===== config.mk =====
export PLATFORM = sky130hd
export DESIGN_NAME = stream_mux_nto1
export DESIGN_NICKNAME = d
export VERILOG_FILES = /design/src/rtl/stream_mux_nto1.sv
export SDC_FILE = /design/constraint.sdc
export NUM_CORES = 1
export LEC_CHECK = 0
export ABC_AREA = 0
export CORE_MARGIN = 3
export CORE_UTILIZATION = 40
export CTS_BUF_LIST = sky130_fd_sc_hd__clkbuf_2 sky130_fd_sc_hd__clkbuf_4 sky130_fd_sc_hd__clkbuf_8
export CTS_CLUSTER_SIZE = 30
export DETAILED_ROUTE_END_ITERATION = 16
export HOLD_SLACK_MARGIN = 0.03
export PLACE_DENSITY = 0.95
export SETUP_SLACK_MARGIN = 0.15
export SYNTH_ARGS = -nofsm -noshare
export SYNTH_HDL_FRONTEND = slang
export SYNTH_SLANG_ARGS = --single-unit
export TNS_END_PERCENT = 100

===== constraint.sdc =====
create_clock -name clk -period 3.24 [get_ports clk]
set_input_delay 0.486 -clock clk [delete_from_list [all_inputs] [get_ports clk]]
set_output_delay 0.486 -clock clk [all_outputs]
set_load 0.05 [all_outputs]

===== src/rtl/stream_mux_nto1.sv =====
// Registered N-to-1 valid/ready stream multiplexer. Channel selection is either
// the external sel input (MODE 0) or round-robin arbitration (MODE 1).
module stream_mux_nto1 #(
  parameter int WIDTH = 16,
  parameter int N     = 4,
  parameter int MODE  = 0,
  parameter int SW    = $clog2(N)
) (
  input  logic               clk,
  input  logic               rst_n,
  input  logic [N*WIDTH-1:0] in_data,
  input  logic [N-1:0]       in_valid,
  output logic [N-1:0]       in_ready,
  input  logic [SW-1:0]      sel,
  output logic [WIDTH-1:0]   out_data,
  output logic               out_valid,
  input  logic               out_ready,
  output logic [SW-1:0]      out_src
);

  localparam int unsigned NU = N;

  logic [SW-1:0]    rr_ptr;
  logic             load;
  logic             gvalid;
  logic [SW-1:0]    gidx;
  logic [WIDTH-1:0] gdata;
  logic [N-1:0]     grant;

  assign load = !out_valid || out_ready;

  always_comb begin
    int unsigned ptr;
    int unsigned pos;
    int unsigned best;
    grant  = '0;
    gvalid = 1'b0;
    gidx   = '0;
    gdata  = '0;
    ptr    = 32'(rr_ptr);
    pos    = 0;
    best   = NU;
    for (int unsigned i = 0; i < NU; i++) begin
      if (MODE == 0) begin
        if (in_valid[i] && 32'(sel) == i) begin
          gvalid = 1'b1;
          gidx   = SW'(i);
          gdata  = in_data[i*WIDTH +: WIDTH];
        end
      end else if (in_valid[i]) begin
        // rank each valid channel by its distance after rr_ptr, modulo N
        pos = (i >= ptr) ? i - ptr : i + NU - ptr;
        if (pos < best) begin
          best   = pos;
          gvalid = 1'b1;
          gidx   = SW'(i);
          gdata  = in_data[i*WIDTH +: WIDTH];
        end
      end
    end
    for (int unsigned i = 0; i < NU; i++) begin
      grant[i] = gvalid && (gidx == SW'(i));
    end
  end

  assign in_ready = (rst_n && load) ? grant : '0;

  always_ff @(posedge clk or negedge rst_n) begin
    if (!rst_n) begin
      out_valid <= 1'b0;
      out_data  <= '0;
      out_src   <= '0;
      rr_ptr    <= '0;
    end else if (load) begin
      out_valid <= gvalid;
      if (gvalid) begin
        out_data <= gdata;
        out_src  <= gidx;
        if (MODE == 1) begin
          rr_ptr <= (gidx == SW'(N-1)) ? '0 : gidx + 1'b1;
        end
      end
    end
  end

endmodule


* After elaboration in Yosys (flattened, before gate mapping)
Index checks and enable logic that the tools add are counted.
** Storage, ports and cells
- Flip-flop bits (word level) :: 19
- Output and inout bits :: 23
- Bits of input ports :: 73
- Logic and storage cells :: 35
** Operators by class
- Reduce and logical (&&, ||, !) cells :: 14
- Mux-type cells :: 12
- Equal/unequal tests :: 6
** Operator list (count)
- $mux 16 :: 4
- $logic_and 1x1->1 :: 9
- $eq 2x2->1 const B :: 4
- $mux 1 :: 5
- $eq 2x1->1 const B :: 2
- $logic_not 2->1 :: 2
- $mux 2 :: 2
- $mux 4 :: 1
- $reduce_and 2->1 :: 1
- $logic_not 1->1 :: 1
- $logic_or 1x1->1 :: 1

* Longest topological paths before layout
- Depth after elaboration :: 8
- Depth in mapped cells :: 7
- Depth with buffers taken out :: 4

* Least setup slack after synthesis
OpenSTA, ideal clock, no wires.
- Kind :: in2out
- Start point :: input in_valid[1]
- End point :: output in_ready[1]
- Setup slack :: 712 ps
- Data required time :: 2754 ps
- Arrival :: 2042 ps
- Cell stages on the path :: 4
- Path buffers :: 2
- Cells stage by stage :: buf_4 clkbuf_1 inv_1 nor3_1
** Between the ends
- Word-level cells in the longest chain between the ends :: 7
- Elaborated cells on any way between the ends :: 10
** Ends and longest elaborated chain
- start, declared :: RTL line 12 : input logic [N-1:0] in_valid,
- $logic_and 1x1->1 (*) :: RTL line 45 : if (in_valid[i] && 32'(sel) == i) begin
- $mux 1 :: RTL line 45
- $mux 2 (2 in series) :: RTL line 45
- $eq 2x1->1 :: RTL line 62 : grant[i] = gvalid && (gidx == SW'(i));
- $logic_and 1x1->1 (*) :: RTL line 62
- $mux 4 (*) :: RTL line 66 : assign in_ready = (rst_n && load) ? grant : '0;
- end, declared :: RTL line 13 : output logic [N-1:0] in_ready,
Mark *: on every way between the ends. The rest lies on a longest branch, timed or not.

* Worst setup path after layout
Ends and elaborated chain as after synthesis.

==> results.json <==
{
  "status": "completed",
  "finalSetupViolations": 0,
  "nFillCells": 259,
  "ys_async_sr_fraction_pct": 100.0,
  "grt_usage_pct": 24.86,
  "fp.dieW_um": 67.06,
  "rr_startpoint": "out_valid",
  "vias": 1734,
  "hpwlAfterDp_um": 4117,
  "cp_max_fo": 11,
  "drv_slew": 0,
  "antenna_cells": 0,
  "worstMarginPinSlew_ns": 0.7243,
  "initial_core_util_pct": 43.00,
  "io-pin-count": 96,
  "area_growth_pct": 69.38,
  "reg2regPathDepth": 3,
  "maxCapViolations": 0,
  "synth_top_area_cell": "dfrtp_1",
  "rsz0062_at_grt": "false",
  "synth_edf_count": 0,
  "final_cells": 310,
  "cts_buffer_depth": 2,
  "grt_first_pass_wirelength_um": 8224,
  "viasPerCell": 5.594,
  "syn-cell-area_mm2": 0.001491,
  "drt_pass1_iterations": 4,
  "die_h_um": 67.06,
  "netlist_top_cells_area": "dfrtp_1 32%, nand3_1 17%, mux2_4 10%, nand2_1 10%, o22a_1 9.4%",
  "ir_drop_uv": 257.6,
  "htreeDepth": 1,
  "drive_above_1_share_pct": 13.26,
  "hold_class": "in2async",
  "critPathMaxStageDelay_ns": 0.65,
  "globalplace.congestion": 0.7951,
  "cts_root_buffer": "clkbuf_8",
  "synth_commonest_cells": "50 x nand3_1, 40 x nand2_1, 19 x dfrtp_1",
  "clkSinkCount": 19,
  "fp-row-count": 21,
  "critPathLaunchType": "primary input",
  "die-area_mm2": 0.004497,
  "synth_fa_ha_area_share_pct": 0,
  "wl_per_cell_um": 17.55,
  "critPathSlowestCell": "clkdlybuf4s50_1",
  "r2r-end": "out_data[5]",
  "fin_crit_ns": 2.469,
  "synth-simple-area-share_pct": 30.37,
  "postRouteAntennaNets": 0,
  "power-per-cell-area_mw_per_mm2": 406.8,
  "core_area_mm2": 0.003468,
  "holdBufCountCts": 0,
  "post_cts_buffers": 0,
  "yosys_warnings": 0,
  "critPathKind": "in2out",
  "synth.most_common_cell": "nand3_1",
  "synth.top_cell.area_share_pct": 31.88,
  "final_nets": 338,
  "cp.arrival_ns": 1.98,
  "hold_viol": 0,
  "relSlewSlack_pct": 51.71,
  "ff_latch_area_um2": 475.5,
  "port_buffers": 95,
  "synth_xor_area_share_pct": 0,
  "dp_cells": 306,
  "drc": 0,
  "grt_pass1_vias": 1647,
  "multi_input_area_um2": 899.6,
  "finalSetupTns_ns": 0,
  "grt_max_degree": 18,
  "synth.distinct_cells": 23,
  "clock_latency_ns": 0.26,
  "overflow": 0,
  "seq_area_frac_synth_pct": 31.88,
  "fmaxAchievable_ghz": 0.4051,
  "synthMuxAreaShare_pct": 16.02,
  "ys_ff_latch": 19,
  "worstPathRequired_ns": 2.75,
  "cts_tree": "done",
  "antenna_found_initial": 0,
  "post_cts_resized": 0,
  "syn_inst": 176,
  "synthFlopType": "dfrtp_1",
  "synth_area_per_cell_um2": 8.474,
  "clk_pin_slew_ns": 0.07,
  "crit_chain": "clkdlybuf4s50_1 -> buf_4 -> inv_1 -> nor3_1 -> buf_12",
  "synth-compound-area-share_pct": 13.93,
  "cts_made_buffers": 3,
  "leakage_nw": 1.085,
  "end_kind": "output pin",
  "synth_fp_nets": 249,
  "min_period_over_period_pct": 76.19,
  "drt_iter0_markers": 134,
  "finClkSkew_ns": 0.007616,
  "regToRegSetupSlack_ns": 1.44,
  "synth_top_family_by_area": "simple AND/OR/NAND/NOR gates",
  "wirelength_um": 5441
}
-- stage by stage --
step / power, mW / util, % / hold slack [ns] / instance area [um2] / setup WS [ns]
after floorplan: 0.6339 / - / 0.1904 / 1491 / 0.7122
after global placement: 0.8457 / 71.50 / 0.4839 / 2480 / 0.6174
after detailed placement: 0.8572 / 71.50 / 0.4834 / 2480 / 0.5665
after CTS: 1.029 / 72.84 / 0.4609 / 2526 / 0.7690
after global routing: 1.072 / 72.84 / 0.4720 / 2526 / 0.7215
final: 1.028 / 72.84 / 0.4746 / 2526 / 0.7714
-- where the power goes --
| group | internal, mW | switching (mW) |
|---|---|---|
| Combinational | 0.243 | 0.299 |
| Clock | 0.0856 | 0.0853 |
| Sequential | 0.284 | 0.0301 |
-- layout make-up --
class                      count  share of cell area [%]
clock buffer                   3                   1.634
multi-input combinational    137                   35.61
inverter                       3                  0.4458
sequential                    19                   18.82
clock inverter                 1                  0.1981
tap                           46                   2.278
timing repair buffer         101                   41.01
-- cells in the final DEF, fill, tap and decap left out --
cell type        instances
nor2_1                   2
a31oi_4                  1
o22a_1                  16
mux2i_1                  1
buf_12                   4
o21ai_0                  2
nand2b_4                 1
dfrtp_1                 19
a221oi_4                 1
nor3_1                   3
nand3_1                 50
clkbuf_8                 3
a32o_1                   1
mux2_2                   7
clkdlybuf4s50_1         91
clkinv_2                 1
inv_1                    3
nand2_1                 40
buf_4                    6
mux2_4                  10
and2b_2                  1
or2b_1                   1
-- registers in the layout, indices dropped and copies added (netlist names) --
signal	flops
out_src	2
out_data	16
out_valid	1
-- per-layer routing --
layer | global-route usage (%) | vias to the layer above | part of all wire, %
li1 | - | 802 | -
met2 | 43.68 | 96 | 51
met3 | 4.553 | 10 | 7.2
met5 | 0 | - | 0
met4 | 9.367 | 0 | 2.4
met1 | 29.62 | 826 | 39
-- worst max-delay path: cells and delay by family --
kind	cells	cell delay, ns
buffers and inverters	4	1.16
and+or+nand+nor	1	0.33
-- how the worst max path moves through the flow --
stage           startpoint          end  slack, ns
2_1_floorplan  in_valid[1]  in_ready[1]       0.71
3_5_place_dp        sel[0]  out_data[5]       0.57
4_1_cts        in_valid[1]  in_ready[1]       0.77
3_3_place_gp        sel[0]  out_data[4]       0.62
5_1_grt        in_valid[1]  in_ready[1]       0.72
6_report       in_valid[1]  in_ready[1]       0.77
-- cells by family after synthesis --
family | Yosys count
and+or+nand+nor | 98
AOI/OAI and AO/OA | 21
buffers and inverters | 20
DFF | 19
muxes | 18
Note: power is estimated with default switching activity, not from simulation.
==> RTL change 1: new RTL, config.mk and constraints unchanged <==
The parameter `WIDTH` goes from 16 to 18.
--- a/src/rtl/stream_mux_nto1.sv
+++ b/src/rtl/stream_mux_nto1.sv
@@ -2,5 +2,5 @@
 // the external sel input (MODE 0) or round-robin arbitration (MODE 1).
 module stream_mux_nto1 #(
-  parameter int WIDTH = 16,
+  parameter int WIDTH = 18,
   parameter int N     = 4,
   parameter int MODE  = 0,
Interface: changed (resized in_data and out_data); port bits go from 96 to 106. No check against the original RTL was run, so the function may have changed too.
==> RTL change 1 against the unedited design <==
Sequential cell count increased by 2. Power increased by 8.7%. Design area increased by 9.8%. Worst setup slack got worse by 0.015 ns. Area after synthesis increased by 8.6%. Count of clock-buffer cells in the layout increased by 1. Combinational power increased by 9.4%. Wire length increased by 3.5%. Highest routed layer unchanged.
==> RTL change 1: results (changes against the unedited design) <==
| Metric | Value |
|---|---|
| Power Internal | 0.677 mW (was 0.613 mW) |
| Initial DRC Count | 91 (was 134) |
| Final Wtd Congestion | 0.859 (was 0.795) |
| Largest net degree at the start of global routing | 21 (was 18) |
| Flop-to-flop setup slack | 1.61 ns (was 1.44 ns) |
| Nets | 373 (was 338) |
| Min Hold Slack | 0.503 ns (was 0.475 ns) |
| Drt first pass iters | 4 (unchanged) |
| Vias/cell | 5.56 (was 5.59) |
| Run status | finished, final reports clean (unchanged) |
| Delay of the slowest critical-path stage | 0.75 ns (was 0.65 ns) |
| Placed cell area | 0.00273 mm² (was 0.00248 mm²) |
| Hold crit path type | reg2reg (was in2async) |
| Max Buffers Root-to-Sink | 2 (unchanged) |
| Share of cells above drive strength 1 | 0.131 (was 0.133) |
| WL/cell | 16.6 µm (was 17.6 µm) |
| Distinct cells, synth | 25 (was 23) |
| Max Clock Freq | 403 MHz (was 405 MHz) |
| Leakage | 1.19 nW (was 1.09 nW) |
| Slew HR | 0.458 (was 0.517) |
| WHS Path Cells | 1 |
| Top delay family on crit path | buffers and inverters (unchanged) |
| Global-route wire length before repair | 9310 µm (was 8220 µm) |
| Port-buffer cells | 105 (was 95) |
| FF-to-FF path depth | 4 (was 3) |
| Post-synth top cells | nand3_1 (56), nand2_1 (44), dfrtp_1 (21) (was nand3_1 (50), nand2_1 (40), dfrtp_1 (19)) |
| Placed insts | 335 (was 306) |
| Post-synthesis cell count | 192 (was 176) |
| Vias in the first global route | 1934 (was 1647) |
| CP max FO | 10 (was 11) |
| FF-to-FF End | out_data[8] (was out_data[5]) |
| Place WS | 0.702 ns (was 0.567 ns) |
| Worst Skew | 0.00116 ns (was 0.00762 ns) |
| Antenna violations before repair | 0 (unchanged) |
| Peak supply drop | 0.216 mV (was 0.258 mV) |
| Total track usage | 0.235 (was 0.249) |
| Seq/Total Area, Yosys | 0.325 (was 0.319) |
| Detailed placer's ending HPWL | 4280 µm (was 4120 µm) |
| Drt total wl | 5630 µm (was 5440 µm) |
| Ranking of synthesized cells by area | dfrtp_1 (32%), nand3_1 (17%), nand2_1 (10%), o22a_1 (9.7%), mux2_4 (9.3%) (was dfrtp_1 (32%), nand3_1 (17%), mux2_4 (10%), nand2_1 (10%), o22a_1 (9.4%)) |
| WP data arrival | 2.00 ns (was 1.98 ns) |
| Synthesized netlist net count | 273 (was 249) |
| Largest registers | out_data x18, out_src x2, out_valid x1 (was out_data x16, out_src x2, out_valid x1) |
## RTL change 1: cell count changes after synthesis, sizes merged
cell	before	now
dfrtp	19	21
or2b	1	0
nand2	40	44
nand3	50	56
nand2b	1	2
clkbuf	6	9
mux2	17	19
buf	11	8
o22a	16	18
## RTL change 1: power by group through the flow
stage	Sequential (mW)	Clock, mW	Combinational [mW]
after floorplan	0.530	0	0.165
after global placement	0.348	0	0.584
after detailed placement	0.348	0	0.596
after CTS	0.345	0.180	0.596
after global routing	0.350	0.188	0.622
final	0.345	0.178	0.594
## RTL change 1: final cells by class
class | instances | area (µm²)
clock buffer | 4 | 48.8
multi-input combinational | 151 | 985
fill | 308 | 997
tap | 48 | 60.1
sequential | 21 | 526
inverter | 3 | 11.3
timing repair buffer | 112 | 1140
## RTL change 1: how the worst max path moves through the flow
stage / startpoint / depth (start not counted) / end
3_3_place_gp: sel[0] / 5 / out_data[7]
2_1_floorplan: in_valid[1] / 4 / in_ready[1]
3_5_place_dp: sel[0] / 5 / out_data[9]
6_report: rst_n / 4 / in_ready[2]
4_1_cts: rst_n / 4 / in_ready[2]
5_1_grt: rst_n / 4 / in_ready[2]
## RTL change 1: kinds of logic (layout without fill, tap and decap cells)
| kind of cell | after synthesis | after routing | share of synthesized area |
|---|---|---|---|
| and+or+nand+nor | 108 | 108 | 0.308 |
| DFF | 21 | 21 | 0.325 |
| muxes | 20 | 20 | 0.162 |
| AOI/OAI and AO/OA | 23 | 23 | 0.139 |
| buffers and inverters | 20 | 119 | 0.0672 |
## RTL change 1: routing by layer
metal,track usage,vias up,wire length (µm)
li1,-,884,-
met1,0.278,900,2270
met2,0.412,90,2860
met3,0.0551,10,384
met4,0.0872,0,118
met5,0,-,0
==> RTL change 2: new RTL, same flow settings <==
Made on the original files. Reset style: synchronous (`rst_n`), changed in one clocked block.
--- a/src/rtl/stream_mux_nto1.sv
+++ b/src/rtl/stream_mux_nto1.sv
@@ -66,5 +66,5 @@
   assign in_ready = (rst_n && load) ? grant : '0;
 
-  always_ff @(posedge clk or negedge rst_n) begin
+  always_ff @(posedge clk) begin
     if (!rst_n) begin
       out_valid <= 1'b0;
Behaviour: differs if rst_n is asserted again (counterexample within 4 cycles, from zero or initial values and one cycle with rst_n low); with rst_n held inactive, the same outputs for 10 cycles.
==> RTL change 2 against the unedited design <==
Worst setup slack got worse by 0.061 ns. Area after synthesis fell by 18%. Critical path depth did not move. Via count fell by 12%. Count of clock-buffer cells in the layout rose by 1. Design area fell by 11%. Critical endpoint is now in_ready[3]. Wire length fell by 18%. Sequential cell count did not move. Synthesized cell count fell by 18%. Power fell by 30%. Highest routed layer unchanged.
==> RTL change 2: results (changes against the unedited design) <==
| Metric | Value |
|---|---|
| Run status | finished, final reports clean (unchanged) |
| Port-buffer cells | 95 (unchanged) |
| Share of cells above drive strength 1 | 0.0766 (was 0.133) |
| Hold crit path type | reg2reg (was in2async) |
| Clk slew on worst S/H paths | 0.11 ns (was 0.07 ns) |
| Initial DRC Count | 76 (was 134) |
| Worst Skew | 0.000670 ns (was 0.00762 ns) |
| Post-synth ARST share | 0 (was 1.00) |
| Detail Route met2 WL | 2250 µm (was 2770 µm) |
| Place WS | 0.645 ns (was 0.567 ns) |
| Placed cell area | 0.00221 mm² (was 0.00248 mm²) |
| FF-to-FF path depth | 5 (was 3) |
| FF-to-FF End | out_data[2] (was out_data[5]) |
| Min Hold Slack | 0.482 ns (was 0.475 ns) |
| Post-layout minimum cycle time | 2.53 ns (was 2.47 ns) |
| Largest net degree at the start of global routing | 21 (was 18) |
| Vias in the first global route | 1451 (was 1647) |
| Vias/cell | 5.74 (was 5.59) |
| Worst Tran Pin Value | 0.612 ns (was 0.724 ns) |
| Routed length on met3 | 347 µm (was 393 µm) |
| Drt first pass iters | 6 (was 4) |
| Most used DFF post-synth | dfxtp_1 (was dfrtp_1) |
| Placed insts | 262 (was 306) |
| Worst skew pair latency | 0.30 ns (was 0.26 ns) |
| Seq/Total Area, Yosys | 0.311 (was 0.319) |
| Final Wtd Congestion | 0.790 (was 0.795) |
| Peak supply drop | 0.255 mV (was 0.258 mV) |
| Switching part of the total power | 0.347 (was 0.404) |
| Max-cap viol count | 0 (unchanged) |
| Ranking of synthesized cells by area | dfxtp_1 (31%), o2111a_1 (11%), nand2_1 (9.5%), a221o_1 (9.0%), nand3_1 (5.7%) (was dfrtp_1 (32%), nand3_1 (17%), mux2_4 (10%), nand2_1 (10%), o22a_1 (9.4%)) |
| Nets | 309 (was 338) |
| Detailed placer's ending HPWL | 3410 µm (was 4120 µm) |
| Synthesized netlist net count | 217 (was 249) |
| Final cell count without fillers | 266 (was 310) |
| Sequential Power Share | 0.369 (was 0.306) |
| Leakage | 0.851 nW (was 1.09 nW) |
| Post-synth top cells | nand2_1 (31), dfxtp_1 (19), nand3_1 (14) (was nand3_1 (50), nand2_1 (40), dfrtp_1 (19)) |
| WL/cell | 16.7 µm (was 17.6 µm) |
| Post-synthesis cell count | 144 (was 176) |
| # fillers | 198 (was 259) |
| CP max FO | 15 (was 11) |
| Total track usage | 0.235 (was 0.249) |
| WP data arrival | 2.04 ns (was 1.98 ns) |
| Distinct cells, synth | 33 (was 23) |
| Met1 Wirelength | 1770 µm (was 2150 µm) |
| Global-route wire length before repair | 6620 µm (was 8220 µm) |
| Flop-to-flop setup slack | 1.62 ns (was 1.44 ns) |
| Crit path launch | sel[1] (was in_valid[1]) |
| Reg-to-Reg Start | out_valid (unchanged) |
| End of the critical path | in_ready[3] (was in_ready[1]) |
[RTL change 2: changes by cell type after synthesis, moves of 9 or more]
cell      change
dfxtp_1      +19
o22a_1       -16
nand3_1      -36
a221o_1      +11
o2111a_1     +12
nand2_1       -9
mux2_4       -10
dfrtp_1      -19
[RTL change 2: per-layer routing]
| layer | vias up | track usage |
|---|---|---|
| met5 | - | 0 |
| met4 | 0 | 0.0636 |
| met3 | 8 | 0.0650 |
| met2 | 69 | 0.420 |
| met1 | 705 | 0.277 |
| li1 | 744 | - |
[RTL change 2: power groups by stage]
| stage | clock network, mW | registers, mW | logic [mW] |
|---|---|---|---|
| 3_5_place_dp | 0 | 0.270 | 0.320 |
| 4_1_cts | 0.133 | 0.265 | 0.322 |
| 5_1_grt | 0.141 | 0.267 | 0.340 |
| 3_3_place_gp | 0 | 0.270 | 0.317 |
| 2_1_floorplan | 0 | 0.342 | 0.0955 |
| 6_report | 0.133 | 0.265 | 0.321 |
[RTL change 2: final cells by class]
| type | instances | area, µm² | area share |
|---|---|---|---|
| timing repair buffer | 99 | 1020 | 0.455 |
| multi-input combinational | 112 | 769 | 0.343 |
| sequential | 19 | 380 | 0.170 |
| tap | 31 | 38.8 | 0.0173 |
| clock buffer | 4 | 30.0 | 0.0134 |
| inverter | 1 | 3.75 | 0.00167 |
[RTL change 2: worst min path at each step]
stage | start | end | cells after the start
after floorplan | out_data[11] | out_data[11] | 2
after global placement | out_data[11] | out_data[11] | 2
after detailed placement | out_data[13] | out_data[13] | 2
after CTS | out_data[13] | out_data[13] | 2
after global routing | out_data[13] | out_data[13] | 2
final | out_data[13] | out_data[13] | 2
[RTL change 2: cells by family after synthesis]
kind of cell	count (synthesis)	share of synthesized area
buffers and inverters	13	0.0613
DFF	19	0.311
and+or+nand+nor	61	0.251
AOI/OAI and AO/OA	51	0.377
